--- config.mk ---
export PLATFORM = sky130hd
export DESIGN_NAME = stack_pointer_unit
export DESIGN_NICKNAME = d
export VERILOG_FILES = /design/src/rtl/stack_pointer_unit.sv
export SDC_FILE = /design/constraint.sdc
export NUM_CORES = 1
export LEC_CHECK = 0
export CORE_MARGIN = 1
export CORE_UTILIZATION = 45
export CTS_CLUSTER_DIAMETER = 40
export CTS_CLUSTER_SIZE = 24
export DETAILED_ROUTE_END_ITERATION = 10
export GPL_TIMING_DRIVEN = 0
export HOLD_SLACK_MARGIN = 0.12
export PLACE_DENSITY = 0.92
export SLEW_MARGIN = 20
export SYNTH_ARGS = -nofsm -noshare
export SYNTH_HDL_FRONTEND = slang
export SYNTH_SLANG_ARGS = --single-unit
--- constraint.sdc ---
create_clock -name phi2 -period 2.18 [get_ports phi2]
set_input_delay 0.327 -clock phi2 [delete_from_list [all_inputs] [get_ports phi2]]
set_output_delay 0.327 -clock phi2 [all_outputs]
set_load 0.05 [all_outputs]
--- src/rtl/stack_pointer_unit.sv ---
// -----------------------------------------------------------------------------
// stack_pointer_unit
//
// Stack pointer register S for a 6502-style core, with a small burst engine
// that performs a run of back-to-back pushes (e.g. for interrupt entry).
//
// Ports:
//   phi2               system clock, all state updates on its rising edge
//   reset              asynchronous active-high reset
//   systemBus_IN       data loaded into S by load_EN (TXS)
//   load_EN            load S from systemBus_IN
//   push_EN / pop_EN   single push (S-1) / pop (S+1); both together = no-op
//   hold_EN            freeze all state (RDY low)
//   burst_START        begin a burst of burst_LEN pushes (1..MAX_BURST)
//   burst_LEN          burst length
//   flagClear_EN       clear the sticky wrap flag
//   systemBusWrite_EN  drive S onto systemBus_OUT
//   addressLowWrite_EN drive S / PAGE onto the address outputs
//   systemBus_OUT      S or all ones when not driven
//   addressLow_OUT     S or all ones when not driven
//   addressHigh_OUT    PAGE or 8'hFF when not driven
//   burstBusy_OUT      high while the burst engine is stepping
//   burstRemain_OUT    pushes still to do in the current burst
//   burstDone_OUT      one-cycle pulse after the last burst push
//   wrap_FLAG          sticky: S wrapped on a push or pop
// -----------------------------------------------------------------------------
module stack_pointer_unit #(
    parameter int unsigned       WIDTH       = 8,
    parameter logic [7:0]        PAGE        = 8'h01,
    parameter logic [WIDTH-1:0]  RESET_VALUE = WIDTH'(8'hFD),
    parameter int unsigned       MAX_BURST   = 3
) (
    input  logic             phi2,
    input  logic             reset,
    input  logic [WIDTH-1:0] systemBus_IN,
    input  logic             load_EN,
    input  logic             push_EN,
    input  logic             pop_EN,
    input  logic             hold_EN,
    input  logic             burst_START,
    input  logic [2:0]       burst_LEN,
    input  logic             flagClear_EN,
    input  logic             systemBusWrite_EN,
    input  logic             addressLowWrite_EN,
    output logic [WIDTH-1:0] systemBus_OUT,
    output logic [WIDTH-1:0] addressLow_OUT,
    output logic [7:0]       addressHigh_OUT,
    output logic             burstBusy_OUT,
    output logic [2:0]       burstRemain_OUT,
    output logic             burstDone_OUT,
    output logic             wrap_FLAG
);

    typedef enum logic [1:0] {
        ST_IDLE  = 2'd0,
        ST_BURST = 2'd1,
        ST_DONE  = 2'd2
    } state_e;

    localparam logic [2:0]       MAX_LEN = 3'(MAX_BURST);
    localparam logic [WIDTH-1:0] ONE     = WIDTH'(1);

    // A decrement wraps only from zero.
    function automatic logic dec_wraps(input logic [WIDTH-1:0] s);
        return (s == {WIDTH{1'b0}});
    endfunction

    // An increment wraps only from all ones.
    function automatic logic inc_wraps(input logic [WIDTH-1:0] s);
        return (s == {WIDTH{1'b1}});
    endfunction

    state_e           state_q, state_d;
    logic [WIDTH-1:0] s_q, s_d;
    logic [2:0]       remain_q, remain_d;
    logic             wrap_q, wrap_d;

    logic             start_ok_s;
    logic [WIDTH-1:0] norm_s_s;
    logic             norm_wrap_s;
    logic             wrap_evt_s;

    // An out-of-range burst length makes the start request invisible.
    assign start_ok_s = burst_START && (burst_LEN != 3'd0) && (burst_LEN <= MAX_LEN);

    // Ordinary (non-burst) update of S: load beats push/pop; push+pop cancel.
    always_comb begin
        norm_s_s    = s_q;
        norm_wrap_s = 1'b0;
        if (load_EN) begin
            norm_s_s = systemBus_IN;
        end else if (push_EN && !pop_EN) begin
            norm_s_s    = s_q - ONE;
            norm_wrap_s = dec_wraps(s_q);
        end else if (pop_EN && !push_EN) begin
            norm_s_s    = s_q + ONE;
            norm_wrap_s = inc_wraps(s_q);
        end else begin
            norm_s_s = s_q;
        end
    end

    // Next-state selection: hold > burst step > valid start > ordinary update.
    always_comb begin
        state_d    = state_q;
        s_d        = s_q;
        remain_d   = remain_q;
        wrap_evt_s = 1'b0;
        wrap_d     = wrap_q;
        if (hold_EN) begin
            state_d  = state_q;
            s_d      = s_q;
            remain_d = remain_q;
            wrap_d   = wrap_q;
        end else begin
            case (state_q)
                ST_BURST: begin
                    s_d        = s_q - ONE;
                    wrap_evt_s = dec_wraps(s_q);
                    remain_d   = remain_q - 3'd1;
                    if (remain_q == 3'd1) begin
                        state_d = ST_DONE;
                    end else begin
                        state_d = ST_BURST;
                    end
                end
                ST_IDLE: begin
                    if (start_ok_s) begin
                        state_d  = ST_BURST;
                        remain_d = burst_LEN;
                    end else begin
                        s_d        = norm_s_s;
                        wrap_evt_s = norm_wrap_s;
                    end
                end
                ST_DONE: begin
                    // The done cycle still services ordinary stack traffic.
                    state_d    = ST_IDLE;
                    s_d        = norm_s_s;
                    wrap_evt_s = norm_wrap_s;
                end
                default: begin
                    state_d  = ST_IDLE;
                    remain_d = 3'd0;
                end
            endcase
            // A wrap on the clearing edge wins over the clear.
            wrap_d = (wrap_q && !flagClear_EN) || wrap_evt_s;
        end
    end

    // State registers with asynchronous reset.
    always_ff @(posedge phi2 or posedge reset) begin
        if (reset) begin
            state_q  <= ST_IDLE;
            s_q      <= RESET_VALUE;
            remain_q <= 3'd0;
            wrap_q   <= 1'b0;
        end else begin
            state_q  <= state_d;
            s_q      <= s_d;
            remain_q <= remain_d;
            wrap_q   <= wrap_d;
        end
    end

    assign systemBus_OUT   = systemBusWrite_EN  ? s_q  : {WIDTH{1'b1}};
    assign addressLow_OUT  = addressLowWrite_EN ? s_q  : {WIDTH{1'b1}};
    assign addressHigh_OUT = addressLowWrite_EN ? PAGE : 8'hFF;
    assign burstBusy_OUT   = (state_q == ST_BURST);
    assign burstRemain_OUT = remain_q;
    // The pulse is suppressed while held and reappears once RDY returns.
    assign burstDone_OUT   = (state_q == ST_DONE) && !hold_EN;
    assign wrap_FLAG       = wrap_q;

endmodule
==> impl_metrics.py <==
metrics = {
    "critical_path": {
        "crit_path_frequent_cell": "clkdlybuf4s50_1",
        "cp_data_arrival_time_ns": 1.77,
        "crit_path_cell_trace": "clkdlybuf4s50_1 > nand2_1 > clkdlybuf4s50_1",
        "crit_family": "buffers and inverters",
        "startpoint_type": "input port",
        "r2r_setup_slack_ns": 0.28,
        "cp.required_ns": 1.85,
        "cp_slowest_cell": "clkdlybuf4s50_1",
        "cp.buffers_inverters": 2,
        "critPathMaxFanout": 8,
        "crit_path_end_kind": "primary output",
        "crit_type": "input port to primary output",
        "critical-path-max-stage-delay_ns": 0.80,
    },
    "synthesis": {
        "ys_ff_latch": 14,
        "synthArstFlopShare": 1.00,
        "ys_seq_area_frac": 0.261,
        "muxShareOfSynthArea": 0.00729,
        "synth-edff-count": 0,
        "synth-main-ff-cell": "dfstp_2",
        "synth_top_family_by_area": "simple AND/OR/NAND/NOR gates",
        "postSynthAreaPerCell_um2": 7.99,
        "synth-xor-area-share": 0.0128,
        "synth_nets": 200,
        "synth_compound_area_frac": 0.264,
        "synth_area_um2": 1370,
        "ys_types": 51,
        "syn_inst": 172,
        "synthSimpleGateAreaFrac": 0.270,
        "synth_fa_ha_area_frac": 0.0638,
        "ys_warn_count": 0,
    },
    "placed_design": {
        "port_buffers": 48,
        "place_ws_ns": -0.247,
        "place_area_um2": 1890,
        "post-dp-hpwl_mm": 2.73,
        "dp_cells": 251,
        "gp_congestion": 0.949,
    },
    "run": {
        "cap_violations": 0,
    },
    "routing": {
        "drc": 7,
        "vias": 1450,
        "drtIter0Drc": 76,
        "drt.antenna.violating_nets": 0,
        "wl_mm": 3.65,
        "dr.pass1.iters": 7,
        "wl_per_cell_um": 14.3,
        "viasPerCell": 5.69,
    },
    "run_status": {
        "violations": "design-rule violations",
        "status": "finished, violations left",
    },
    "layout": {
        "nets": 253,
        "diodes": 0,
        "fin_area_um2": 1930,
        "finalNonFillerCells": 255,
        "drive_above_1_share": 0.161,
        "area_growth_pct": 40.7,
        "utilization": 0.683,
        "final_common_cell": "clkdlybuf4s50_1",
        "final_cell_mix": "24 x clkdlybuf4s50_1, 16 x nand2b_1, 15 x nor2_1",
    },
    "timing": {
        "finalHoldViolations": 0,
        "maxSlewHeadroom": 0.611,
        "tightest_slew_ns": 0.583,
        "fmax_ghz": 0.478,
        "fin_crit_sh": 0.960,
        "period_needed_ns": 2.09,
        "worst_slack_ns": 0.0875,
        "skew_ns": 0.00863,
        "rsz0062_at_grt": "false",
        "hold_slack_ns": 0.340,
        "drv_slew": 0,
        "setup_viol": 0,
        "finalSetupTns_ns": 0,
    },
    "grt": {
        "antenna_found_initial": 0,
        "grt-ovfl-total": 0,
        "grtUsageTotal": 0.234,
        "grt_pass1_vias": 1356,
        "grt_pass1_wl_mm": 5.99,
        "grt_max_degree": 15,
    },
    "clock_tree": {
        "post_cts_buffers": 0,
        "numClockSinks": 14,
        "cts_tree": "built",
        "root_buffer": "clkbuf_4",
        "path_clk_slew_ns": 0.09,
        "cts_buffers": 3,
        "holdBufCountCts": 0,
        "clock_latency_ns": 0.29,
        "cts.path.max_buffers": 2,
        "htree_levels": 1,
    },
    "pwr": {
        "ir_drop_uv": 789,
        "p_total_mw": 2.48,
        "p_leak_nw": 0.856,
        "powerDensity_nw_per_um2": 1290,
    },
    "die": {
        "die_h_um": 57.3,
        "rows": 19,
        "die-area_um2": 3280,
        "core_um2": 2830,
        "io_pins": 51,
        "die_w_um": 57.3,
        "start_util": 0.486,
    },
    "worst_hold_path": {
        "hp-class": "input port to flop",
    },
}
[power by group]
group | switching (mW) | internal (mW) | leakage, nW
Combinational | 1.11 | 0.626 | 0.674
Sequential | 0.124 | 0.421 | 0.161
Clock | 0.0983 | 0.102 | 0.0210
[area by class of cell]
class                      instances  area (um^2)
buffer                            17          113
clock buffer                       4         36.3
fill                             255          896
inverter                          13         48.8
multi-input combinational        128          853
sequential                        14          359
tap                               31         38.8
timing repair buffer              48          484
[metal layers]
layer  vias up  share of wire  track usage
met2        85           0.48        0.430
met3         9          0.095       0.0363
li1        707              -            -
met1       649           0.40        0.270
met4         0          0.021       0.0976
met5         -              0            0
[state kept, by name, summed over array words and instances, names as in the netlist]
| name | cells |
|---|---|
| s_q | 8 |
| burstRemain_OUT | 3 |
| state_q | 2 |
| wrap_FLAG | 1 |
[Yosys cell counts (2+ instances only)]
master,number,area share
a21oi_1,8,0.029
a221oi_1,2,0.013
a22oi_1,2,0.011
a31oi_1,3,0.014
a32o_1,2,0.015
and3_1,2,0.0091
buf_2,6,0.022
buf_4,9,0.049
dfrtp_1,7,0.13
dfstp_2,7,0.13
ha_1,7,0.064
inv_1,13,0.036
nand2_1,14,0.038
nand2b_1,16,0.073
nand3_1,3,0.011
nor2_1,15,0.041
nor3_1,5,0.018
o21ai_0,12,0.044
o22ai_1,3,0.014
o31ai_1,3,0.016
o32a_1,2,0.015
xnor2_1,2,0.013
[cells by family after synthesis]
family          after synthesis
simple gates                 66
compound gates               51
buf+inv                      30
flops                        14
fa+ha+maj                     7
xor+xnor                      2
other cells                   1
mux                           1
[what timing repair did]
action / in CTS / in global routing
setup endpoints to repair: 16 / 15
gates resized for setup: 17 / 15
endpoints found under the hold margin: 0 / 0
cloned: 0 / 0
[worst paths after layout]
kind	start	end	depth (start not counted)
setup / recovery	systemBusWrite_EN	systemBus_OUT[1]	3
hold / removal	hold_EN	state_q[0]$_DFFE_PP0P_	2
setup reg to reg	s_q[0]$_DFFE_PP1P_	s_q[4]$_DFFE_PP1P_	7
hold reg to reg	wrap_FLAG$_DFFE_PP0N_	wrap_FLAG$_DFFE_PP0N_	2
max in group asynchronous	reset	wrap_FLAG$_DFFE_PP0N_	2
min in group asynchronous	reset	burstRemain_OUT[1]$_DFFE_PP0P_	2
[worst register-to-register path, cell delays in order, from the launching register on]
cell and delay, ns:
dfstp_2 0.58, inv_1 0.11, ha_1 0.28, nor3b_2 0.19, a22o_1 0.25, a221oi_1 0.24, a211o_1 0.15, nand2_1 0.05
Power figures use the tool's default switching activity.
